--- config.mk ---
export PLATFORM = sky130hd
export DESIGN_NAME = keypad_scanner_flat
export DESIGN_NICKNAME = d
export VERILOG_FILES = /design/src/rtl/lock_pkg.sv /design/src/rtl/keypad_scanner_if.sv /design/src/rtl/keypad_scanner_col_scan.sv /design/src/rtl/keypad_scanner.sv /design/src/flat_wrapper.sv
export SDC_FILE = /design/constraint.sdc
export NUM_CORES = 1
export LEC_CHECK = 0
export ABC_AREA = 1
export CAP_MARGIN = 20
export CORE_MARGIN = 3
export CORE_UTILIZATION = 50
export DETAILED_ROUTE_END_ITERATION = 7
export PLACE_DENSITY = 0.67
export SETUP_SLACK_MARGIN = 0.3
export SLEW_MARGIN = 40
export SYNTH_ARGS = -nofsm -noshare
export SYNTH_HDL_FRONTEND = slang
export SYNTH_SLANG_ARGS = --single-unit
--- constraint.sdc ---
create_clock -name clk -period 4.8 [get_ports clk]
set_input_delay 0.96 -clock clk [delete_from_list [all_inputs] [get_ports clk]]
set_output_delay 0.96 -clock clk [all_outputs]
set_load 0.03 [all_outputs]
--- src/rtl/lock_pkg.sv ---
// Key codes and scanner state encoding shared by the keypad scanner and the lock fsm.
package lock_pkg;

  typedef logic [4:0] key_code_t;

  localparam key_code_t KEY_LOCK = 5'd16;
  localparam key_code_t KEY_NONE = 5'd31;

  typedef enum logic [1:0] {S_IDLE, S_DEBOUNCE, S_EMIT, S_HELD} scan_state_t;

  // Matrix keys are numbered row-major: row*4 + col.
  function automatic key_code_t matrix_code(input logic [1:0] row, input logic [1:0] col);
    return {1'b0, row, col};
  endfunction

endpackage

--- src/rtl/keypad_scanner_if.sv ---
// Board-side keypad pins plus the encoded key output, bundled for the scanner.
interface keypad_scanner_if;

  logic [3:0]          row_n;
  logic                lock_btn;
  logic [3:0]          col_n;
  lock_pkg::key_code_t keyout;
  logic                key_down;

  modport master (input row_n, lock_btn, output col_n, keyout, key_down);
  modport slave  (output row_n, lock_btn, input col_n, keyout, key_down);

endinterface

--- src/rtl/keypad_scanner_col_scan.sv ---
// Column driver and per-frame key sampler; reports one code per 4-column frame.
// Define KEYPAD_SYNC_EN to put 2-flop synchronizers on row_n and lock_btn.
module keypad_col_scan
  import lock_pkg::*;
#(
  parameter int SCAN_DIV = 16
) (
  input  logic      clk,
  input  logic      rst,
  input  logic [3:0] row_n,
  input  logic      lock_btn,
  output logic [3:0] col_n,
  output key_code_t frame_code,
  output logic      frame_done
);

  localparam int DW = $clog2(SCAN_DIV);
  localparam logic [DW-1:0] DIV_LAST = DW'(SCAN_DIV - 1);

  logic [3:0] row_s;
  logic       lock_s;

`ifdef KEYPAD_SYNC_EN
  logic [3:0] row_m;
  logic       lock_m;

  always_ff @(posedge clk or negedge rst) begin
    if (!rst) begin
      row_m  <= '1;
      row_s  <= '1;
      lock_m <= 1'b0;
      lock_s <= 1'b0;
    end else begin
      row_m  <= row_n;
      row_s  <= row_m;
      lock_m <= lock_btn;
      lock_s <= lock_m;
    end
  end
`else
  assign row_s  = row_n;
  assign lock_s = lock_btn;
`endif

  logic [DW-1:0] div_q;
  logic [1:0]    col_q;
  logic          slot_last;
  logic [1:0]    hits_q, hits_nx;
  logic [3:0]    key_q, key_nx;
  logic          lock_q, lock_nx;
  logic [2:0]    row_hits;
  logic [1:0]    hit_row;

  assign slot_last  = (div_q == DIV_LAST);
  assign frame_done = slot_last && (col_q == 2'd3);
  assign col_n      = ~(4'b0001 << col_q);

  // Hit count saturates at 2: anything beyond one key in a frame is a ghost.
  always_comb begin
    row_hits = '0;
    hit_row  = '0;
    for (int r = 0; r < 4; r++) begin
      if (!row_s[r]) begin
        row_hits = row_hits + 3'd1;
        hit_row  = 2'(r);
      end
    end
    lock_nx = lock_q | lock_s;
    key_nx  = (row_hits == 3'd1) ? {hit_row, col_q} : key_q;
    if (({1'b0, hits_q} + row_hits) >= 3'd2) hits_nx = 2'd2;
    else                                     hits_nx = hits_q + row_hits[1:0];
    if (lock_nx)              frame_code = KEY_LOCK;
    else if (hits_nx == 2'd1) frame_code = matrix_code(key_nx[3:2], key_nx[1:0]);
    else                      frame_code = KEY_NONE;
  end

  always_ff @(posedge clk or negedge rst) begin
    if (!rst) begin
      div_q  <= '0;
      col_q  <= '0;
      hits_q <= '0;
      key_q  <= '0;
      lock_q <= 1'b0;
    end else begin
      div_q <= slot_last ? '0 : div_q + 1'b1;
      if (slot_last) begin
        col_q <= col_q + 2'd1;
        if (frame_done) begin
          hits_q <= '0;
          key_q  <= '0;
          lock_q <= 1'b0;
        end else begin
          hits_q <= hits_nx;
          key_q  <= key_nx;
          lock_q <= lock_nx;
        end
      end
    end
  end

endmodule

--- src/rtl/keypad_scanner.sv ---
// 4x4 keypad + lock button scanner: debounces frame codes and emits one keyout pulse per press.
// Define KEYPAD_SYNC_EN to synchronize row_n and lock_btn inside the column scanner.
module keypad_scanner
  import lock_pkg::*;
#(
  parameter int SCAN_DIV        = 16,
  parameter int DEBOUNCE_FRAMES = 4
) (
  input logic              clk,
  input logic              rst,
  keypad_scanner_if.master kp
);

  localparam int CW = $clog2(DEBOUNCE_FRAMES + 1);
  localparam logic [CW-1:0] CNT_LAST = CW'(DEBOUNCE_FRAMES);

  key_code_t   frame_code;
  logic        frame_done;
  scan_state_t state_q, state_d;
  key_code_t   cand_q, cand_d;
  key_code_t   keyout_q, keyout_d;
  logic [CW-1:0] cnt_q, cnt_d, cnt_inc;
  logic        key_down_q, key_down_d;

  keypad_col_scan #(.SCAN_DIV(SCAN_DIV)) u_col_scan (
    .clk        (clk),
    .rst        (rst),
    .row_n      (kp.row_n),
    .lock_btn   (kp.lock_btn),
    .col_n      (kp.col_n),
    .frame_code (frame_code),
    .frame_done (frame_done)
  );

  assign cnt_inc     = cnt_q + 1'b1;
  assign kp.keyout   = keyout_q;
  assign kp.key_down = key_down_q;

  // The same counter tracks matching press frames and, once held, consecutive empty frames.
  always_comb begin
    state_d    = state_q;
    cand_d     = cand_q;
    cnt_d      = cnt_q;
    key_down_d = key_down_q;
    keyout_d   = KEY_NONE;
    case (state_q)
      S_IDLE: begin
        if (frame_done && frame_code != KEY_NONE) begin
          cand_d  = frame_code;
          cnt_d   = CW'(1);
          state_d = (DEBOUNCE_FRAMES == 1) ? S_EMIT : S_DEBOUNCE;
        end
      end
      S_DEBOUNCE: begin
        if (frame_done) begin
          if (frame_code == cand_q) begin
            cnt_d = cnt_inc;
            if (cnt_inc == CNT_LAST) state_d = S_EMIT;
          end else begin
            cnt_d   = '0;
            state_d = S_IDLE;
          end
        end
      end
      S_EMIT: begin
        keyout_d   = cand_q;
        key_down_d = 1'b1;
        cnt_d      = '0;
        state_d    = S_HELD;
      end
      S_HELD: begin
        if (frame_done) begin
          if (frame_code != KEY_NONE) begin
            cnt_d = '0;
          end else if (cnt_inc == CNT_LAST) begin
            cnt_d      = '0;
            key_down_d = 1'b0;
            state_d    = S_IDLE;
          end else begin
            cnt_d = cnt_inc;
          end
        end
      end
      default: state_d = S_IDLE;
    endcase
  end

  always_ff @(posedge clk or negedge rst) begin
    if (!rst) begin
      state_q    <= S_IDLE;
      cand_q     <= KEY_NONE;
      cnt_q      <= '0;
      keyout_q   <= KEY_NONE;
      key_down_q <= 1'b0;
    end else begin
      state_q    <= state_d;
      cand_q     <= cand_d;
      cnt_q      <= cnt_d;
      keyout_q   <= keyout_d;
      key_down_q <= key_down_d;
    end
  end

endmodule

--- src/flat_wrapper.sv ---
// flat-port wrapper written by rule: the top's interface ports become plain ports
module keypad_scanner_flat import lock_pkg::*;
#(
  parameter int SCAN_DIV        = 16,
  parameter int DEBOUNCE_FRAMES = 4
)
  (clk, rst, kp_row_n, kp_lock_btn, kp_col_n, kp_keyout, kp_key_down);
  keypad_scanner_if kp_i ();
  input logic clk;
  input logic rst;
  input wire logic [$bits(kp_i.row_n)-1:0] kp_row_n;
  input wire logic [$bits(kp_i.lock_btn)-1:0] kp_lock_btn;
  output wire logic [$bits(kp_i.col_n)-1:0] kp_col_n;
  output wire logic [$bits(kp_i.keyout)-1:0] kp_keyout;
  output wire logic [$bits(kp_i.key_down)-1:0] kp_key_down;
  assign kp_i.row_n = kp_row_n;
  assign kp_i.lock_btn = kp_lock_btn;
  assign kp_col_n = kp_i.col_n;
  assign kp_keyout = kp_i.keyout;
  assign kp_key_down = kp_i.key_down;
  keypad_scanner #(.SCAN_DIV(SCAN_DIV), .DEBOUNCE_FRAMES(DEBOUNCE_FRAMES)) u_core (.clk(clk), .rst(rst), .kp(kp_i));
endmodule
== Word-level counts from Yosys, hierarchy flattened ==
Index checks and enable logic that the tools add are counted.
Storage, ports and cells
  register bits: 29
  input port bits: 7
Operators by class
  mux-type cells: 35
  equal/unequal tests: 16
  reductions and logical operators: 8
  bitwise operators: 2
  add/subtract/negate cells: 8
  $lt $le $gt $ge: 1
  shifts and indexed selects: 1
Operator list (count)
  3-bit two-way mux: 9
  2-bit two-way mux: 11
  5-bit two-way mux: 3
  3-bit by 1-bit adder with 3-bit output (second input constant): 4
  4-bit two-way mux: 3
  3-bit one-hot mux with 4 select lines: 1
  2-bit by 1-bit inequality test with 1-bit output (second input constant): 4
  2-bit one-hot mux with 4 select lines: 1
  2-bit equality test (second input constant): 3
  1-bit two-way mux: 6
  6-bit AND reduction: 1
  5-bit equality test: 1
  5-bit inequality test (second input constant): 1
  4-bit by 1-bit adder with 4-bit output (second input constant): 1
  2-bit by 1-bit equality test with 1-bit output (second input constant): 2
  4-bit equality test (second input constant): 1
  4-bit inverter: 1
  4-bit AND reduction: 1
  1-bit by 2-bit << shifter with 4-bit output (first input constant): 1
  2-bit by 3-bit adder with 3-bit output: 1
  3-bit by 1-bit equality test with 1-bit output (second input constant): 1
  3-bit equality test (second input constant): 1
  3-bit by 2-bit greater-or-equal comparator with 1-bit output (second input constant): 1
  3-bit inequality test (second input constant): 1
  other kinds (10): 11

== Depth between registers and ports, before layout ==
  depth in word-level cells: 17
  mapped depth: 24

== Hierarchy ==
From an unflattened synthesis, not the netlist that was laid out.
Second synthesis, totals
  cells, all modules: 243
  area, all modules: 1816.7 um^2
By module, submodules not included
  keypad_col_scan: instances 1, cells each 124, seq. area each 325.3 um^2, area each 932.1 um^2
  keypad_scanner: instances 1, cells each 119, seq. area each 412.9 um^2, area each 884.6 um^2

== Worst setup path before layout ==
Ideal clock, no wire load.
  kind: input to register
  start point: input kp_row_n[0]
  end point: register u_core.state_q[0]
  path buffers: 0
  setup slack: 1093 ps
  stages: 22
  data arrival time: 3588 ps
  cells stage by stage: inv_1 ha_1 inv_1 nand2_1 nand2_1 inv_1 ha_1 or2_1 nand2_4 inv_1 fa_1 inv_1 nand3_4 nor2_8 inv_2 nand2_1 nand2_2 o21ai_2 nand2_1 clkinv_1 nand3_1 and2_1
On the way
  word-level cells in the longest chain between the ends: 17
  elaborated cells on any way between the ends: 26
  classes of those cells: 5 x add/sub; 1 x order compare; 7 x eq/ne; 11 x mux; 2 x reduce/logical
Ends and longest elaborated chain
  start, declared: RTL line flat_wrapper.sv:11  | input wire logic [$bits(kp_i.row_n)-1:0] kp_row_n;
  1-bit two-way mux (*): RTL line keypad_scanner_col_scan.sv:63  | if (!row_s[r]) begin
  3-bit by 1-bit adder with 3-bit output: RTL line keypad_scanner_col_scan.sv:64  | row_hits = row_hits + 3'd1;
  3-bit two-way mux (*): RTL line keypad_scanner_col_scan.sv:63
  3-bit by 1-bit adder with 3-bit output: RTL line keypad_scanner_col_scan.sv:64
  3-bit two-way mux (*): RTL line keypad_scanner_col_scan.sv:63
  3-bit by 1-bit adder with 3-bit output: RTL line keypad_scanner_col_scan.sv:64
  3-bit two-way mux (*): RTL line keypad_scanner_col_scan.sv:63
  2-bit by 3-bit adder with 3-bit output: RTL line keypad_scanner_col_scan.sv:70  | if (({1'b0, hits_q} + row_hits) >= 3'd2) hits_nx = 2'd2;
  3-bit by 2-bit greater-or-equal comparator with 1-bit output: RTL line keypad_scanner_col_scan.sv:70
  2-bit two-way mux: RTL line keypad_scanner_col_scan.sv:70
  2-bit by 1-bit equality test with 1-bit output: RTL line keypad_scanner_col_scan.sv:73  | else if (hits_nx == 2'd1) frame_code = matrix_code(key_nx[3:2], key_nx[1:0]);
  5-bit two-way mux (*): RTL line keypad_scanner_col_scan.sv:73
  5-bit two-way mux (*): RTL line keypad_scanner_col_scan.sv:72  | if (lock_nx) frame_code = KEY_LOCK;
  5-bit equality test / 5-bit inequality test (equally long branches): RTL line keypad_scanner.sv:56, keypad_scanner.sv:48, keypad_scanner.sv:73
  2-bit two-way mux / 1-bit logical AND (equally long branches): RTL line keypad_scanner.sv:56, keypad_scanner.sv:48
  2-bit two-way mux / 2-bit by 1-bit inequality test with 1-bit output (equally long branches)
  2-bit one-hot mux with 4 select lines / 6-bit AND reduction (equally long branches)
  end signal, assigned: RTL line keypad_scanner.sv:96  | state_q <= state_d;
  end, declared: RTL line keypad_scanner.sv:19  | scan_state_t state_q, state_d;
Mark *: on every way between the ends. The rest lies on a longest branch, timed or not. The select of a mux whose other input is x is not followed.
A chain may end at the register's enable or synchronous reset.

== Worst setup path after layout ==
  start point: input kp_row_n[0]
  end point: register u_core.cand_q[0]
On the way
  word-level cells in the longest chain between the ends: 16
  elaborated cells on any way between the ends: 19
  classes of those cells: 5 x add/sub; 1 x order compare; 3 x eq/ne; 8 x mux; 2 x reduce/logical
Ends and longest elaborated chain
  1-bit two-way mux (*): RTL line keypad_scanner_col_scan.sv:63
  3-bit by 1-bit adder with 3-bit output: RTL line keypad_scanner_col_scan.sv:64
  3-bit two-way mux (*): RTL line keypad_scanner_col_scan.sv:63
  3-bit by 1-bit adder with 3-bit output: RTL line keypad_scanner_col_scan.sv:64
  3-bit two-way mux (*): RTL line keypad_scanner_col_scan.sv:63
  3-bit by 1-bit adder with 3-bit output: RTL line keypad_scanner_col_scan.sv:64
  3-bit two-way mux (*): RTL line keypad_scanner_col_scan.sv:63
  2-bit by 3-bit adder with 3-bit output: RTL line keypad_scanner_col_scan.sv:70
  3-bit by 2-bit greater-or-equal comparator with 1-bit output: RTL line keypad_scanner_col_scan.sv:70
  2-bit two-way mux: RTL line keypad_scanner_col_scan.sv:70
  2-bit by 1-bit equality test with 1-bit output: RTL line keypad_scanner_col_scan.sv:73
  5-bit two-way mux (*): RTL line keypad_scanner_col_scan.sv:73
  5-bit two-way mux (*): RTL line keypad_scanner_col_scan.sv:72
  5-bit inequality test: RTL line keypad_scanner.sv:48  | if (frame_done && frame_code != KEY_NONE) begin
  1-bit logical AND: RTL line keypad_scanner.sv:48
  2-bit AND reduction (no source line)
  end signal, assigned: RTL line keypad_scanner.sv:97  | cand_q <= cand_d;
  end, declared: RTL line keypad_scanner.sv:20  | key_code_t cand_q, cand_d;
Mark *: on every way between the ends. The rest lies on a longest branch, timed or not.

==> flow_summary.json <==
{
  "arrival_ns": 4.37,
  "yosys.cell_count.top_type": "nand2_1",
  "fp.dieArea_um2": 4409,
  "worst-path-buf-inv": 7,
  "critPathMaxStageDelay_ns": 0.48,
  "critPathRequiredTime_ns": 5.05,
  "cts_sinks": 29,
  "ys_ff_latch": 29,
  "tightest_slew_ns": 0.5680,
  "synthFlopType": "dfrtp_1",
  "antenna_found_initial": 0,
  "path_max_fanout": 10,
  "postRouteAntennaNets": 0,
  "fin_ws_ns": 0.6800,
  "synthArstFlopShare_pct": 100.0,
  "numPortBuffers": 16,
  "hold_class": "register to register",
  "setup_viol": 0,
  "worstSetupPathType": "input pin to register",
  "synth_top_area_share_pct": 26.06,
  "synthTopCellsByArea": "dfrtp_1, dfstp_2, nand2_1",
  "grt_overflow": 0,
  "synth_seq_area_share_pct": 40.47,
  "cts_hold_buf": 0,
  "pre_cts_ws_ns": 0.3447,
  "fin_crit_ns": 4.120,
  "start_util_pct": 53.41,
  "grt_pass1_vias": 1326,
  "post-dp-hpwl_um": 2467,
  "power.density_nw_per_um2": 269.9,
  "finalCritPeriodShare_pct": 85.83,
  "via_per_inst": 4.825,
  "status": "complete, no violations",
  "tns_ns": 0,
  "synth.avg_cell_area_um2": 7.966,
  "core_area_um2": 3416,
  "insertion_delay_ns": 0.33,
  "fill_cells": 333,
  "post-cts-setup-buffers": 0,
  "area_delta_synth_final_pct": 14.95,
  "fmax_mhz": 242.7,
  "postCtsResizedCells": 0,
  "io_pins": 17,
  "hold_viol_final": 0,
  "yosys_warnings": 0,
  "path_delay_family": "simple AND/OR/NAND/NOR gates",
  "drtPass1Iterations": 4,
  "rsz0062_at_grt": "no",
  "die_h_um": 66.40,
  "finalMaxSlewViolations": 0,
  "track_usage_pct": 17.59,
  "max_cap_violations": 0,
  "wirelength_um": 3283,
  "startpoint_type": "input pin",
  "drt-initial-drc-count": 96,
  "wl_per_cell_um": 11.05,
  "skew_ns": 0.01503,
  "drive_gt1_share_pct": 17.53,
  "vias": 1433,
  "synth_area_leader_cell": "dfrtp_1",
  "cts_tree": "yes",
  "cts-root-buf": "clkbuf_4",
  "ys_types": 32,
  "grt_pass1_wl_um": 5823,
  "die_w_um": 66.40,
  "syn_inst": 229,
  "htreeDepth": 2,
  "slowest_stage": "clkdlybuf4s50_1",
  "syn_nets": 248,
  "relSlewSlack_pct": 62.09,
  "rows": 21,
  "cts_buffers": 5,
  "vdd_drop_max_v": 0.0001293,
  "nNetsFinal": 269,
  "drc": 0,
  "path_cells": "clkdlybuf4s50_1, inv_1, ha_1, inv_1, nand2_1, nand2_1, inv_1, ha_1, or2_1, nand2_4, inv_1, fa_1, inv_1, nand3_4, nor2_8, inv_2, nand2_1, nand2_2, nor3_4, nand3_1, o21ai_1",
  "grt_max_degree": 30,
  "routabilityCongestion": 0.7586,
  "clk_pin_slew_worst_paths_ns": 0.09,
  "synth-edff-count": 0,
  "cpMostUsedCell": "inv_1",
  "yosys-top-cells-count": "nand2_1, inv_1, dfrtp_1, nand3_1, nor2_1",
  "syn_area_um2": 1824,
  "n_antenna_cell": 0,
  "endpoint_kind": "register",
  "clockBufferDepth": 2,
  "p_leak_nw": 1.058
}
==> metal layers <==
| layer | wire, µm | share of wire (%) | GRT usage [%] | vias up |
|---|---|---|---|---|
| li1 | - | - | - | 758 |
| met1 | 1752 | 53 | 24.97 | 648 |
| met2 | 1360 | 41 | 25.03 | 18 |
| met3 | 114 | 3.5 | 4.932 | 9 |
| met4 | 55 | 1.7 | 6.853 | 0 |
| met5 | 0 | 0 | 0 | - |
==> state kept, by name, summed over array words and instances (netlist names), named ones only <==
signal and count:
u_core.u_col_scan.col_q 2, u_core.cnt_q 3, u_core.kp.key_down 1, u_core.state_q 1, u_core.u_col_scan.lock_q 1, u_core.u_col_scan.hits_q 2
u_core.u_col_scan.key_q 4, u_core.u_col_scan.div_q 4, u_core.kp.keyout 5, u_core.cand_q 5
==> where the power goes <==
group | internal, W | total, W | leakage, nW | switching, W
Sequential | 0.000258 | 0.000266 | 0.316 | 0.00000784
Clock | 0.0000722 | 0.000155 | 0.0326 | 0.0000823
Combinational | 0.0000546 | 0.000145 | 0.709 | 0.0000909
Total | 0.000385 | 0.000566 | 1.06 | 0.000181
==> per-stage QoR <==
stage / instance area (µm²) / hold WS [ns] / util, % / cells / power [W]
after global placement: 2036 / 0.4770 / 59.60 / 289 / 0.0004133
final: 2097 / 0.4957 / 61.39 / 297 / 0.0005660
after global routing: 2097 / 0.5073 / 61.39 / 297 / 0.0006003
after detailed placement: 2036 / 0.4840 / 59.60 / 289 / 0.0004169
after CTS: 2095 / 0.4988 / 61.32 / 297 / 0.0005734
after floorplan: 1824 / 0.4581 / - / 229 / 0.0003873
==> layout make-up <==
type / count / area, µm² / share of cell area (%)
multi-input cells: 153 / 909.6 / 43.38
well taps: 46 / 57.56 / 2.745
inverters: 44 / 165.2 / 7.876
repair buffers: 17 / 167.7 / 7.995
flip-flops and latches: 29 / 738.2 / 35.20
clock buffers: 8 / 58.81 / 2.804
==> kinds of logic (layout without fill, tap and decap cells) <==
kind of cell,count (synthesis),count (layout),synth area share (%)
and+or+nand+nor,118,118,33.27
buffers and inverters,47,69,9.807
DFF,29,29,40.47
AOI/OAI and AO/OA,20,20,6.378
adders and majority gates,12,12,8.642
xor gates and xnor gates,3,3,1.441
==> layout by cell type, fill, tap and decap left out, drive strengths merged <==
master,synthesis,final
ha,11,11
or2,2,2
and2,1,1
nand3,24,24
dfstp,10,10
clkinv,1,1
nand2,68,68
nor3,1,1
fa,1,1
xnor2,1,1
inv,43,43
clkbuf,1,8
dfrtp,19,19
clkdlybuf4s50,0,16
buf,2,1
o22ai,4,4
nor2,16,16
a22o,1,1
xor2,2,2
nand4,6,6
o21ai,13,13
a21oi,2,2
==> worst reg2reg max path, stage by stage, from the launching register on <==
cell,delay [ns]
dfrtp_1,0.39
ha_1,0.21
fa_1,0.43
inv_1,0.10
nand3_4,0.11
nor2_8,0.14
inv_2,0.05
nand2_1,0.11
nand2_2,0.10
nor3_4,0.31
nand3_1,0.11
o21ai_1,0.11
==> final timing paths <==
| kind | startpoint | to | slack (ns) | cells after the start |
|---|---|---|---|---|
| setup / recovery | kp_row_n[0] | u_core.cand_q[0] | 0.68 | 21 |
| hold / removal | u_core.u_col_scan.div_q[2] | u_core.u_col_scan.div_q[2] | 0.50 | 1 |
| setup reg to reg | u_core.u_col_scan.hits_q[0] | u_core.cand_q[0] | 2.55 | 11 |
| hold reg to reg | u_core.u_col_scan.div_q[2] | u_core.u_col_scan.div_q[2] | 0.50 | 1 |
| max in group asynchronous | rst | u_core.cand_q[4] | 3.46 | 2 |
| min in group asynchronous | rst | u_core.u_col_scan.col_q[0] | 1.02 | 2 |
No activity file was read; power rests on OpenSTA's default activity.
